$ cat config.mk
export PLATFORM = sky130hd
export DESIGN_NAME = sensor_init_sequencer
export DESIGN_NICKNAME = d
export VERILOG_FILES = /design/src/rtl/sensor_init_pkg.sv /design/src/rtl/init_delay_timer.sv /design/src/rtl/sensor_init_sequencer.sv
export SDC_FILE = /design/constraint.sdc
export NUM_CORES = 1
export LEC_CHECK = 0
export ABC_AREA = 0
export CELL_PAD_IN_SITES_DETAIL_PLACEMENT = 1
export CELL_PAD_IN_SITES_GLOBAL_PLACEMENT = 2
export CORE_MARGIN = 1
export CORE_UTILIZATION = 35
export DETAILED_ROUTE_END_ITERATION = 8
export GPL_ROUTABILITY_DRIVEN = 0
export MAX_ROUTING_LAYER = met4
export PLACE_DENSITY_LB_ADDON = 0.25
export SYNTH_ARGS = -nofsm -noshare
export SYNTH_HDL_FRONTEND = slang
export SYNTH_SLANG_ARGS = --single-unit
$ cat constraint.sdc
create_clock -name clk -period 3.9 [get_ports clk]
set_input_delay 1.17 -clock clk [delete_from_list [all_inputs] [get_ports clk]]
set_output_delay 1.17 -clock clk [all_outputs]
set_load 0.05 [all_outputs]
$ cat src/rtl/sensor_init_pkg.sv
// rtl/sensor_init_pkg.sv - shared types, widths and defaults for the sensor init sequencer
package sensor_init_pkg;

    localparam int ROM_AW = 9;

    localparam int DEF_TABLE_LEN      = 512;
    localparam int DEF_STARTUP_CYCLES = 1000000;
    localparam int DEF_SETTLE_CYCLES  = 16;
    localparam int DEF_MAX_RETRY      = 3;

    typedef enum logic [3:0] {
        S_IDLE,
        S_PWRUP,
        S_ROM_REQ,
        S_ROM_WAIT,
        S_ISSUE,
        S_WAIT_DONE,
        S_SETTLE,
        S_DONE,
        S_FAIL
    } state_t;

    typedef struct packed {
        logic [7:0] addr;
        logic [7:0] data;
    } cmd_t;

    // Bits needed to hold n-1 (a down-count loaded with n-1), never less than one.
    function automatic int cnt_width(input int n);
        return (n < 2) ? 1 : $clog2(n);
    endfunction

    localparam int STARTUP_W = cnt_width(DEF_STARTUP_CYCLES);
    localparam int SETTLE_W  = cnt_width(DEF_SETTLE_CYCLES);
    localparam int RETRY_W   = cnt_width(DEF_MAX_RETRY + 1);

endpackage

$ cat src/rtl/init_delay_timer.sv
// rtl/init_delay_timer.sv - loadable down-counter with a one-cycle expiry pulse
module init_delay_timer #(
    parameter int W = 4
) (
    input  logic         clk,
    input  logic         reset,
    input  logic         load,
    input  logic [W-1:0] load_val,
    output logic         expired
);

    logic [W-1:0] count;
    logic         running;

    // Loading n-1 yields an expiry on the n-th cycle after the load.
    always_ff @(posedge clk or posedge reset) begin
        if (reset) begin
            count   <= '0;
            running <= 1'b0;
        end else if (load) begin
            count   <= load_val;
            running <= 1'b1;
        end else if (running) begin
            if (count == '0) begin
                running <= 1'b0;
            end else begin
                count <= count - 1'b1;
            end
        end
    end

    assign expired = running && (count == '0);

endmodule

$ cat src/rtl/sensor_init_sequencer.sv
// rtl/sensor_init_sequencer.sv - walks the sensor init pROM and issues one register write per word
module sensor_init_sequencer
    import sensor_init_pkg::*;
#(
    parameter int TABLE_LEN      = DEF_TABLE_LEN,
    parameter int STARTUP_CYCLES = DEF_STARTUP_CYCLES,
    parameter int SETTLE_CYCLES  = DEF_SETTLE_CYCLES,
    parameter int MAX_RETRY      = DEF_MAX_RETRY
) (
    input  logic              clk,
    input  logic              reset,
    input  logic              start,
    output logic [ROM_AW-1:0] rom_ad,
    output logic              rom_ce,
    output logic              rom_oce,
    input  logic [15:0]       rom_dout,
    output logic              wr_valid,
    input  logic              wr_ready,
    output logic [7:0]        wr_reg,
    output logic [7:0]        wr_data,
    input  logic              wr_done,
    input  logic              wr_nack,
    output logic              busy,
    output logic              done,
    output logic              error,
    output logic [ROM_AW-1:0] err_index
);

    localparam int TW = (cnt_width(STARTUP_CYCLES) > cnt_width(SETTLE_CYCLES)) ?
                        cnt_width(STARTUP_CYCLES) : cnt_width(SETTLE_CYCLES);
    localparam int RW = cnt_width(MAX_RETRY + 1);

    localparam logic [TW-1:0]     PWRUP_LOAD  = TW'(STARTUP_CYCLES - 1);
    localparam logic [TW-1:0]     SETTLE_LOAD = TW'(SETTLE_CYCLES - 1);
    localparam logic [RW-1:0]     RETRY_LIMIT = RW'(MAX_RETRY);
    localparam logic [ROM_AW-1:0] LAST_INDEX  = ROM_AW'(TABLE_LEN - 1);

    state_t            state, state_nx;
    logic [ROM_AW-1:0] index;
    logic [RW-1:0]     retry_cnt;
    cmd_t              cmd_q;
    logic              nack_q;

    logic          load_timer, tmr_expired;
    logic [TW-1:0] load_val;
    logic          restart, advance, retry, capture, latch_nack, set_err;

    init_delay_timer #(.W(TW)) u_timer (
        .clk      (clk),
        .reset    (reset),
        .load     (load_timer),
        .load_val (load_val),
        .expired  (tmr_expired)
    );

    always_ff @(posedge clk or posedge reset) begin
        if (reset) begin
            state <= S_IDLE;
        end else begin
            state <= state_nx;
        end
    end

    always_comb begin
        state_nx   = state;
        load_timer = 1'b0;
        load_val   = SETTLE_LOAD;
        restart    = 1'b0;
        advance    = 1'b0;
        retry      = 1'b0;
        capture    = 1'b0;
        latch_nack = 1'b0;
        set_err    = 1'b0;
        rom_ce     = (state == S_ROM_REQ);
        wr_valid   = (state == S_ISSUE);
        done       = (state == S_DONE);
        error      = (state == S_FAIL);
        busy       = !(state == S_IDLE || state == S_DONE || state == S_FAIL);

        case (state)
            S_IDLE, S_DONE, S_FAIL: begin
                if (start) begin
                    restart    = 1'b1;
                    load_timer = 1'b1;
                    load_val   = PWRUP_LOAD;
                    state_nx   = S_PWRUP;
                end
            end
            S_PWRUP:    if (tmr_expired) state_nx = S_ROM_REQ;
            S_ROM_REQ:  state_nx = S_ROM_WAIT;
            S_ROM_WAIT: begin
                capture  = 1'b1;
                state_nx = S_ISSUE;
            end
            S_ISSUE:    if (wr_ready) state_nx = S_WAIT_DONE;
            S_WAIT_DONE: begin
                if (wr_done) begin
                    latch_nack = 1'b1;
                    load_timer = 1'b1;
                    state_nx   = S_SETTLE;
                end
            end
            S_SETTLE: begin
                if (tmr_expired) begin
                    if (!nack_q) begin
                        if (index == LAST_INDEX) begin
                            state_nx = S_DONE;
                        end else begin
                            advance  = 1'b1;
                            state_nx = S_ROM_REQ;
                        end
                    end else if (retry_cnt < RETRY_LIMIT) begin
                        // Re-issue the captured word; the ROM is not read again.
                        retry    = 1'b1;
                        state_nx = S_ISSUE;
                    end else begin
                        set_err  = 1'b1;
                        state_nx = S_FAIL;
                    end
                end
            end
            default: state_nx = S_IDLE;
        endcase
    end

    always_ff @(posedge clk or posedge reset) begin
        if (reset) begin
            index     <= '0;
            retry_cnt <= '0;
            cmd_q     <= '0;
            nack_q    <= 1'b0;
            err_index <= '0;
        end else begin
            if (restart) begin
                index     <= '0;
                retry_cnt <= '0;
                err_index <= '0;
            end
            if (advance) begin
                index     <= index + 1'b1;
                retry_cnt <= '0;
            end
            if (retry)      retry_cnt <= retry_cnt + 1'b1;
            if (capture)    cmd_q     <= cmd_t'(rom_dout);
            if (latch_nack) nack_q    <= wr_nack;
            if (set_err)    err_index <= index;
        end
    end

    assign rom_ad  = index;
    assign rom_oce = 1'b1;
    assign wr_reg  = cmd_q.addr;
    assign wr_data = cmd_q.data;

endmodule
==> impl_metrics.ini, run 1 <==
[status]
status = complete, no violations

[critical_path]
critPathLaunchType = register
r2r_end = rom_ad[6]
worstPathMaxFanout = 14
endpoint_kind = output pin
arrival_ns = 2.38
worstSetupPathType = reg -> out
r2r_start = u_timer.count[0]
cpPeakStageDelay_ns = 0.80
worstPathRequired_ns = 2.73
r2r_setup_slack_ns = 1.09
worstRegToRegCells = 8
path_cells = nor3_1, and2_1, clkdlybuf4s50_1
crit_slowest_cell = clkdlybuf4s50_1

[min_path]
min_to = wr_data[2]
hp-start = wr_data[2]
worstHoldPathCells = 1
worst_hold_path_type = reg -> reg

[logic_synthesis]
ys_seq_area_share_pct = 47.7
synth-async-reset-ratio_pct = 100
netlist_area_um2 = 3250
synth_warnings = 0
yosys.area.top_type_share_pct = 47.7
syn-num-nets = 356
synthCells = 329
syn_avg_cell_area_um2 = 9.89
yosys_register_bits = 62
synth_flop_cell = dfrtp_1
synth_area_leaders = dfrtp_1, mux2_2, nand2_1
synth.distinct_cells = 61
yosysTopAreaCell = dfrtp_1
synth_enable_flop_cells = 0

[die]
start_util_pct = 36.8
ios = 62
rows = 34
die_h_um = 98.4
dieArea_um2 = 9690
dieWidth_um = 98.4
coreArea_um2 = 8850

[global_routing]
antenna_found_initial = 0
grt_pass1_vias = 3005
grt_max_degree = 34
grt_use_total_pct = 19.3
grt_pass1_wl_um = 14300
overflow = 0

[pwr]
p_leak_nw = 1.70
power_density_nw_per_um2 = 731
ir_worst_vdd_mv = 0.460

[clock_tree]
cts-hold-fix-buffers = 0
cts_made_buffers = 9
cts-resized-gates = 0
clkLatencyLatePin_ns = 0.34
cts_sinks = 62
htree_levels = 3
cts_setup_buffers = 0
cts_tree = done
path_clk_slew_ns = 0.07
clk_path_buf_depth = 2
cts_root_buffer = clkbuf_8

[timing]
worst_pin_slew_ns = 1.07
finalSetupViolations = 0
fin_crit_ns = 3.55
drv_slew = 0
finalCritPeriodShare_pct = 91.0
fin_tns_setup_ns = 0
max_freq_mhz = 282
hold_viol_final = 0
rsz0062_at_grt = false
maxSlewHeadroom_pct = 28.8
clock_skew_ns = 0.00727

[final_layout]
largest_reg_flops = 20
top_register = u_timer.count
nNetsFinal = 411
layout_commonest_cell = dfrtp_1
layout_common_cells = dfrtp_1, clkdlybuf4s50_1, nand2_1
diodes = 0
syn_to_final_growth_pct = 27.2
stdcell_count = 497
nFillCells = 1020
final_util_pct = 46.8
drive_above_1_share_pct = 13.1

[placement]
dpl.cell_count = 481
io_buffers = 60
dpl.hpwl_um = 5970

[route]
drt_wl_total_um = 8440
wl_per_cell_um = 17.0
drt_iter0_drc = 64
drc_errors = 0
ant_nets = 0
viasPerCell = 5.50
drtPass1Iterations = 6
num_vias = 2732

[flow_run]
maxCapViolCount = 0
## per-stage QoR
step	area [um^2]	total power, mW	hold WS [ns]	setup WS, ns
global route	4140	3.21	0.538	0.189
finish	4140	3.03	0.509	0.350
global placement	3950	2.46	0.488	0.787
detailed placement	3950	2.51	0.496	0.704
floorplan	3250	2.05	0.465	0.434
CTS	4140	3.06	0.511	0.334
## layout make-up
class / count / area [um^2] / share of cell area (%)
clock inverter: 3 / 17.5 / 0.423
inverter: 13 / 48.8 / 1.18
sequential: 62 / 1550 / 37.5
timing repair buffer: 65 / 651 / 15.7
multi-input combinational: 233 / 1570 / 37.8
clock buffer: 13 / 169 / 4.08
tap: 108 / 135 / 3.26
## synth_stat cells (5+ instances only)
library cell and count:
nor3_1 15, nand2_1 35, nand3_1 8, a21oi_1 9, xor2_1 7, mux2_2 18, ha_1 5, a211o_1 8
dfrtp_1 62, clkbuf_1 14, nor2_1 21, inv_1 13, o21ai_0 23
## worst max-delay path by stage
| stage | from | end | slack (ns) | cells past startpoint |
|---|---|---|---|---|
| 2_1_floorplan | state[1] | rom_ce | 0.43 | 2 |
| 3_3_place_gp | state[2] | error | 0.79 | 3 |
| 3_5_place_dp | state[2] | error | 0.70 | 3 |
| 4_1_cts | state[2] | error | 0.33 | 3 |
| 5_1_grt | state[2] | error | 0.19 | 3 |
| 6_report | state[2] | error | 0.35 | 3 |
## power by group
part	total [mW]	internal [mW]	leakage, nW	switching (mW)
clock network	0.537	0.281	0.0954	0.256
logic	1.46	0.572	0.823	0.884
registers	1.03	0.834	0.784	0.200
## logic make-up after synthesis
logic type | after synthesis | share of synthesized area (%)
adders and majority gates | 5 | 1.92
AOI/OAI and AO/OA | 78 | 16.7
xor gates and xnor gates | 9 | 2.42
buffers and inverters | 34 | 4.65
DFF | 62 | 47.7
and+or+nand+nor | 121 | 20.0
other | 1 | 0.115
muxes | 19 | 6.54
## worst max-delay path, delay by kind of cell (launching register included)
kind | cells | cell delay, ns
and+or+nand+nor | 2 | 0.71
buffers and inverters | 1 | 0.80
DFF | 1 | 0.54
## metal layers
layer | wire, um | track usage, % | vias up
met5 | 0 | - | -
li1 | - | - | 1305
met1 | 3860 | 23.0 | 1367
met3 | 281 | 3.40 | 11
met2 | 4160 | 32.7 | 49
met4 | 131 | 7.23 | 0
Power figures use the tool's default switching activity.
==> inputs of run 2 (changes only) <==
Settings changed: CORE_UTILIZATION 35 to 36, CTS_BUF_LIST set to sky130_fd_sc_hd__clkbuf_8.
==> run 2 against run 1 <==
Compared with the run above:
- register-to-register slack better by 0.06 ns
- wire length shrank 2.2%
- clock power rose by 23%
- sequential power barely moved
- first-iteration DRC count did not move
- critical path type unchanged
- critical endpoint unchanged
- largest power group unchanged
- highest routed layer unchanged
==> impl_metrics.ini, run 2 (synthesis gave the netlist of run 1 again) <==
[timing]
clock_skew_ns = 0.0110
rsz0062_at_grt = false
fin_crit_ns = 3.60
fin_tns_setup_ns = 0
maxSlewHeadroom_pct = 28.6
drv_slew = 0
hold_viol_final = 0
worst_pin_slew_ns = 1.07
finalSetupViolations = 0
max_freq_mhz = 278
finalCritPeriodShare_pct = 92.2

[clock_tree]
clkLatencyLatePin_ns = 0.34
cts_setup_buffers = 0
cts_sinks = 62
cts_tree = done
cts-resized-gates = 0
path_clk_slew_ns = 0.07
cts_root_buffer = clkbuf_8
cts_made_buffers = 9
htree_levels = 3
clk_path_buf_depth = 2
cts-hold-fix-buffers = 0

[critical_path]
arrival_ns = 2.43
crit_slowest_cell = clkdlybuf4s50_1
worstPathMaxFanout = 14
cp_top_family = buffers and inverters
path_cells = nor3_1, and2_1, clkdlybuf4s50_1
critPathLaunchType = register
worstPathRequired_ns = 2.73
cpPeakStageDelay_ns = 0.81
worstSetupPathType = reg -> out
endpoint_kind = output pin
crit_buf_inv = 1

[route]
drt_wl_total_um = 8260
drtPass1Iterations = 4
drc_errors = 0
ant_nets = 0
wl_per_cell_um = 16.6
viasPerCell = 5.46
num_vias = 2706
drt_iter0_drc = 64

[final_layout]
final_util_pct = 47.9
layout_common_cells = dfrtp_1, clkdlybuf4s50_1, nand2_1
nNetsFinal = 410
drive_above_1_share_pct = 12.9
syn_to_final_growth_pct = 28.4
layout_commonest_cell = dfrtp_1
largest_reg_flops = 20
diodes = 0
top_register = u_timer.count

[global_routing]
grt_pass1_wl_um = 14100
grt_use_total_pct = 19.1
overflow = 0
antenna_found_initial = 0
grt_max_degree = 33
grt_pass1_vias = 2873

[min_path]
worst_hold_path_type = reg -> reg

[die]
ios = 62
rows = 34
dieWidth_um = 97.1
dieArea_um2 = 9420
start_util_pct = 37.3
die_h_um = 97.1
coreArea_um2 = 8720

[pwr]
ir_worst_vdd_mv = 0.497
p_total_mw = 3.15
power_density_nw_per_um2 = 755
p_leak_nw = 1.73

[placement]
dpl.hpwl_um = 5830
io_buffers = 60

[flow_run]
maxCapViolCount = 0

[status]
status = complete, no violations
[run 2: changes by cell type in the layout (fill, tap and decap cells not counted), sizes merged]
| cell | change |
|---|---|
| clkinvlp | -1 |
| clkinv | -1 |
| clkbuf | -1 |
| inv | +1 |
| buf | -1 |
| bufinv | +2 |
[run 2: layer usage]
layer / track usage, % / part of all wire (%) / vias up
li1: - / - / 1299
met1: 24.4 / 48 / 1352
met2: 30.3 / 48 / 41
met3: 3.74 / 2.6 / 14
met4: 6.89 / 1.5 / 0
met5: - / 0 / -
[run 2: path summary, 6_finish.rpt]
path | cells after the start | to | startpoint | slack, ns
worst min register to register | 1 | retry_cnt[0] | retry_cnt[0] | 0.51
min in group asynchronous | 2 | wr_reg[2] | reset | 1.28
max in group asynchronous | 3 | u_timer.count[9] | reset | 2.01
worst max-delay path | 3 | error | state[2] | 0.30
worst max register to register | 7 | u_timer.count[9] | u_timer.count[0] | 1.15
worst min-delay path | 1 | retry_cnt[0] | retry_cnt[0] | 0.51
[run 2: stage by stage]
step | std cells | instance area [um^2] | hold slack, ns | worst slack, ns
global route | 496 | 4180 | 0.531 | 0.161
CTS | 496 | 4180 | 0.514 | 0.302
global placement | 480 | 3950 | 0.489 | 0.771
floorplan | 329 | 3250 | 0.465 | 0.434
detailed placement | 480 | 3950 | 0.496 | 0.669
finish | 496 | 4180 | 0.508 | 0.304
[run 2: worst reg2reg max path: cells and delay by family, from the launching register on]
family	cells	cell delay, ns
flops	1	0.41
fa+ha+maj	1	0.15
compound gates	3	0.84
simple gates	2	1.16
buf+inv	1	0.11
[run 2: power by group]
group / leakage, nW / total [mW] / switching (mW) / internal, mW
clock network: 0.124 / 0.661 / 0.252 / 0.409
registers: 0.784 / 1.04 / 0.204 / 0.834
logic: 0.819 / 1.45 / 0.888 / 0.566
[run 2: area by class of cell]
type,instances,area (um^2)
well taps,108,135
clock inverters,4,68.8
flip-flops and latches,62,1550
inverters,13,48.8
repair buffers,64,643
multi-input cells,233,1570
fillers,966,4540
clock buffers,12,165
